--- src/rtl/divider.sv ---
// Iterative restoring divider for RV32M DIV/DIVU/REM/REMU.
// One quotient bit per cycle; fixed latency of WIDTH+1 edges from start to result.
//
// state | meaning
// IDLE  | waiting for start_i; outputs hold the last result
// CALC  | WIDTH shift-subtract iterations
// FIX   | sign correction and result write
module divider #(
  parameter int WIDTH = 32
) (
  input  logic             clk_i,
  input  logic             rst_i,
  input  logic             start_i,
  input  logic             signed_i,
  input  logic [WIDTH-1:0] dividend_i,
  input  logic [WIDTH-1:0] divisor_i,
  output logic             busy_o,
  output logic             done_o,
  output logic [WIDTH-1:0] quotient_o,
  output logic [WIDTH-1:0] remainder_o
);

  localparam int CW = $clog2(WIDTH) + 1;

  typedef enum logic [1:0] {
    IDLE = 2'd0,
    CALC = 2'd1,
    FIX  = 2'd2
  } state_t;

  state_t           state_q, state_d;
  logic [CW-1:0]    cnt_q, cnt_d;
  // The partial remainder always stays below the divisor, so its extra
  // top bit is zero between iterations and only exists in the trial subtract.
  logic [WIDTH-1:0] rem_q, rem_d;
  logic [WIDTH-1:0] quo_q, quo_d;
  logic [WIDTH-1:0] dvs_q, dvs_d;
  logic             neg_quo_q, neg_quo_d;
  logic             neg_rem_q, neg_rem_d;
  logic [WIDTH-1:0] quotient_q, quotient_d;
  logic [WIDTH-1:0] remainder_q, remainder_d;
  logic             done_q, done_d;

  logic [WIDTH-1:0] dvd_mag;
  logic [WIDTH-1:0] dvs_mag;
  logic [WIDTH:0]   rem_shift;
  logic [WIDTH:0]   trial;

  // Operand magnitudes and the trial subtraction for the current iteration
  always_comb begin
    dvd_mag   = (signed_i && dividend_i[WIDTH-1]) ? -dividend_i : dividend_i;
    dvs_mag   = (signed_i && divisor_i[WIDTH-1])  ? -divisor_i  : divisor_i;
    rem_shift = {rem_q, quo_q[WIDTH-1]};
    trial     = rem_shift - {1'b0, dvs_q};
  end

  // Next-state and datapath updates
  always_comb begin
    state_d     = state_q;
    cnt_d       = cnt_q;
    rem_d       = rem_q;
    quo_d       = quo_q;
    dvs_d       = dvs_q;
    neg_quo_d   = neg_quo_q;
    neg_rem_d   = neg_rem_q;
    quotient_d  = quotient_q;
    remainder_d = remainder_q;
    done_d      = 1'b0;
    case (state_q)
      IDLE: begin
        if (start_i) begin
          quo_d     = dvd_mag;
          dvs_d     = dvs_mag;
          // A zero divisor keeps the quotient unsigned all-ones.
          neg_quo_d = signed_i & (dividend_i[WIDTH-1] ^ divisor_i[WIDTH-1])
                      & (divisor_i != '0);
          neg_rem_d = signed_i & dividend_i[WIDTH-1];
          rem_d     = '0;
          cnt_d     = '0;
          state_d   = CALC;
        end
      end
      CALC: begin
        quo_d = {quo_q[WIDTH-2:0], ~trial[WIDTH]};
        rem_d = trial[WIDTH] ? rem_shift[WIDTH-1:0] : trial[WIDTH-1:0];
        cnt_d = cnt_q + 1'b1;
        if (cnt_q == CW'(WIDTH - 1)) begin
          state_d = FIX;
        end
      end
      FIX: begin
        quotient_d  = neg_quo_q ? -quo_q : quo_q;
        remainder_d = neg_rem_q ? -rem_q : rem_q;
        done_d      = 1'b1;
        state_d     = IDLE;
      end
      default: begin
        state_d = IDLE;
      end
    endcase
  end

  // State and datapath registers with synchronous reset
  always_ff @(posedge clk_i) begin
    if (rst_i) begin
      state_q     <= IDLE;
      cnt_q       <= '0;
      rem_q       <= '0;
      quo_q       <= '0;
      dvs_q       <= '0;
      neg_quo_q   <= 1'b0;
      neg_rem_q   <= 1'b0;
      quotient_q  <= '0;
      remainder_q <= '0;
      done_q      <= 1'b0;
    end else begin
      state_q     <= state_d;
      cnt_q       <= cnt_d;
      rem_q       <= rem_d;
      quo_q       <= quo_d;
      dvs_q       <= dvs_d;
      neg_quo_q   <= neg_quo_d;
      neg_rem_q   <= neg_rem_d;
      quotient_q  <= quotient_d;
      remainder_q <= remainder_d;
      done_q      <= done_d;
    end
  end

  // Output drive
  always_comb begin
    busy_o      = (state_q != IDLE);
    done_o      = done_q;
    quotient_o  = quotient_q;
    remainder_o = remainder_q;
  end

endmodule

--- config.mk ---
export PLATFORM = sky130hd
export DESIGN_NAME = divider
export DESIGN_NICKNAME = d
export VERILOG_FILES = /design/src/rtl/divider.sv
export SDC_FILE = /design/constraint.sdc
export NUM_CORES = 1
export LEC_CHECK = 0
export ABC_AREA = 1
export ABC_CLOCK_PERIOD_IN_PS = 2700
export CORE_ASPECT_RATIO = 1.4
export CORE_UTILIZATION = 55
export CTS_CLUSTER_SIZE = 25
export DETAILED_ROUTE_END_ITERATION = 10
export PLACE_DENSITY = 0.78
export SYNTH_ARGS = -nofsm -noshare
export SYNTH_HDL_FRONTEND = slang
export SYNTH_SLANG_ARGS = --single-unit
--- constraint.sdc ---
create_clock -name clk_i -period 2.7 [get_ports clk_i]
set_input_delay 0.54 -clock clk_i [delete_from_list [all_inputs] [get_ports clk_i]]
set_output_delay 0.54 -clock clk_i [all_outputs]
set_load 0.01 [all_outputs]
==> metrics.yaml <==
status:
  status: "finished, final reports clean"
layout:
  multi_input_area_um2: 7710
  register_area_um2: 3430
  fillers: 2152
  drive_gt1_frac: 0.0945
  nets: 2273
  finalNonFillerCells: 2481
  diodes: 0
  area_growth_pct: 19.3
drt:
  routed_wirelength_mm: 41.3
  ant_nets: 0
  drt_iter0_drc: 964
  drcViolationCount: 0
  num_vias: 13700
  dr.pass1.iters: 6
  viasPerCell: 5.52
  routedWlPerCell_um: 16.7
placement:
  place_congestion: 1.01
  dp_hpwl_mm: 32.2
  placed_cells: 2445
  io_buffers: 133
logic_synthesis:
  async_reset_ff_frac: 0
  netlist-cell-type-count: 51
  yosysMostFrequentCell: "nand2_1"
  synth_nets: 2143
  ys_ff_latch: 171
  synthCells: 2037
  netlist_top_cells_count: "507 x nand2_1, 298 x inv_1, 196 x nor2_1"
  ys.warnings.count: 0
  ys.flop_type: "dfxtp_1"
  synth.area.top_cells: "dfxtp_1 27%, nand2_1 15%, inv_1 8.9%"
  mappedNetlistArea_um2: 12600
  netlist.area_leader.share: 0.272
  synth_edf_count: 0
  synth_top_area_cell: "dfxtp_1"
  avgSynthCellArea_um2: 6.19
  ys_seq_area_frac: 0.272
setup_path:
  worstSetupPathType: "flip-flop to flip-flop"
  crit_path_end_kind: "flip-flop"
  cp.arrival_ns: 2.93
  crit_path_start_kind: "flip-flop"
  critPathMaxFanout: 16
  cp.required_ns: 3.08
clocking:
  cts_root_buf: "clkbuf_16"
  cts.clk_slew.worst_paths_ns: 0.08
  htreeDepth: 4
  clock_sinks: 171
  insertion_delay_ns: 0.45
  cts_hold_buffers: 0
  numCtsBuffers: 17
  cts_tree: "done"
  clockBufferDepth: 2
floorplanning:
  start_util: 0.559
  dieArea_um2: 23500
  die_w_um: 130
  num_rows: 65
  die_h_um: 181
  core_um2: 22500
  boundaryPins: 134
global_route:
  overflow: 0
  grt_busiest_layer: "met2"
  first_global_vias: 13100
  gr-usage-met2: 0.617
  grt_pass1_wl_mm: 64.7
  grt_usage: 0.360
  grt_use_met3: 0.0625
  grt_max_degree: 114
  grt_antenna_before_repair: 0
  grtUsageMet1: 0.361
pwr:
  power_leakage_nw: 7.13
  powerDensity_nw_per_um2: 1150
  peakVddDrop_mv: 0.657
sta:
  hold_violations: 0
  max_freq_ghz: 0.391
  fin_crit_ns: 2.55
  setup_viol: 0
  whs_ns: 0.476
  slew_violations: 0
  worst_pin_slew_ns: 0.579
  relSlewSlack: 0.614
  finClkSkew_ns: 0.0202
  fin_crit_sh: 0.946
  grt_setup_unrepaired: "yes"
job:
  cap_viol_max_count: 0
min_path:
  hp-class: "flip-flop to flip-flop"
## cells in the final DEF (no fill, tap or decap), types with 4 or more instances in the layout
cell type        netlist  routed
xnor2_1               22      22
nor3_1                22      22
or2_2                  6       6
inv_1                298     296
nand2_1              507     507
nand2_4                5       5
dfxtp_1              171     169
nor2_2                 7       6
xor2_1                47      47
a22oi_1               18      18
o21bai_1               4       4
nand3b_1              10      10
nor2_1               196     195
buf_4                  2      51
clkdlybuf4s50_1        0     132
and2_1                 4       4
a21oi_2               22      22
o21ai_1                5       5
o211ai_1              14      14
inv_2                 11      14
a21oi_1              156     156
nand4_1               18      18
clkbuf_16              0      17
o221ai_1              12      12
nand2_2               30      30
a31oi_1               19      19
o21ai_0              121     121
nor4_1                 6       6
nand3_2               24      24
ha_1                  37      37
nand3_1              145     145
inv_8                  0       4
## logic make-up after synthesis
family / share of synthesized area
flip-flops: 0.272
AO/OA/AOI/OAI: 0.175
XOR/XNOR: 0.0479
AND/OR/NAND/NOR: 0.347
buffers and inverters: 0.119
adder cells (fa/ha/maj): 0.0383
## routing by layer
| layer | routed length, um | share of wire |
|---|---|---|
| met1 | 15000 | 0.36 |
| met2 | 20000 | 0.48 |
| met3 | 2070 | 0.050 |
| met4 | 4270 | 0.10 |
| met5 | 0 | 0 |
## state kept, by name, indices dropped and copies added, names as in the netlist
name / cells
cnt_q: 6
done_o: 1
dvs_q: 32
neg_quo_q: 1
neg_rem_q: 1
quo_q: 32
quotient_o: 32
rem_q: 32
remainder_o: 32
state_q: 2
## per-stage QoR
stage / area, um2 / TNS (ns) / total power, mW / worst slack, ns / utilization
after floorplan: 12600 / 0 / 11.6 / 0.430 / -
after global placement: 14400 / 0 / 14.2 / 0.0932 / 0.639
after detailed placement: 14400 / 0 / 14.4 / 0.0732 / 0.639
after CTS: 15000 / 0 / 16.9 / 0.0687 / 0.665
after global routing: 15000 / -0.0157 / 18.8 / -0.0157 / 0.667
final: 15000 / 0 / 17.3 / 0.146 / 0.667
## critical path, stage by stage, from the launching register on
cell,delay [ns]
dfxtp_2,0.37
inv_1,0.08
ha_1,0.27
fa_2,0.38
inv_1,0.10
nand2_1,0.06
nand2_1,0.11
nand3_2,0.10
nand2_4,0.09
nand2_2,0.06
nand2_4,0.07
nand2_4,0.07
nand2_4,0.08
nand2_4,0.14
buf_8,0.20
nand3_1,0.09
nand3_2,0.09
a21oi_2,0.14
## final timing paths
check                            endpoint  slack [ns]      start  cells past startpoint
worst min register to register   cnt_q[5]        0.48   cnt_q[5]                      1
worst min-delay path             cnt_q[5]        0.48   cnt_q[5]                      1
worst max register to register  rem_q[13]        0.15  quo_q[31]                     17
worst max-delay path            rem_q[13]        0.15  quo_q[31]                     17
## power breakdown
part / switching, mW / internal (mW)
sequential: 0.536 / 2.81
clock: 1.17 / 1.26
combinational: 7.78 / 3.74
## area by class of cell
| type | instances | area share |
|---|---|---|
| repair buffers | 186 | 0.117 |
| flip-flops and latches | 171 | 0.228 |
| well taps | 301 | 0.0251 |
| clock buffers | 18 | 0.0292 |
| inverters | 311 | 0.0777 |
| clock inverters | 14 | 0.0102 |
| multi-input cells | 1480 | 0.513 |
## repair_timing
action | in CTS | in global routing
endpoints found under the setup margin | 0 | 33
buffers inserted | 0 | 3
gates resized for setup | 0 | 6
Note: power is estimated with default switching activity, not from simulation.
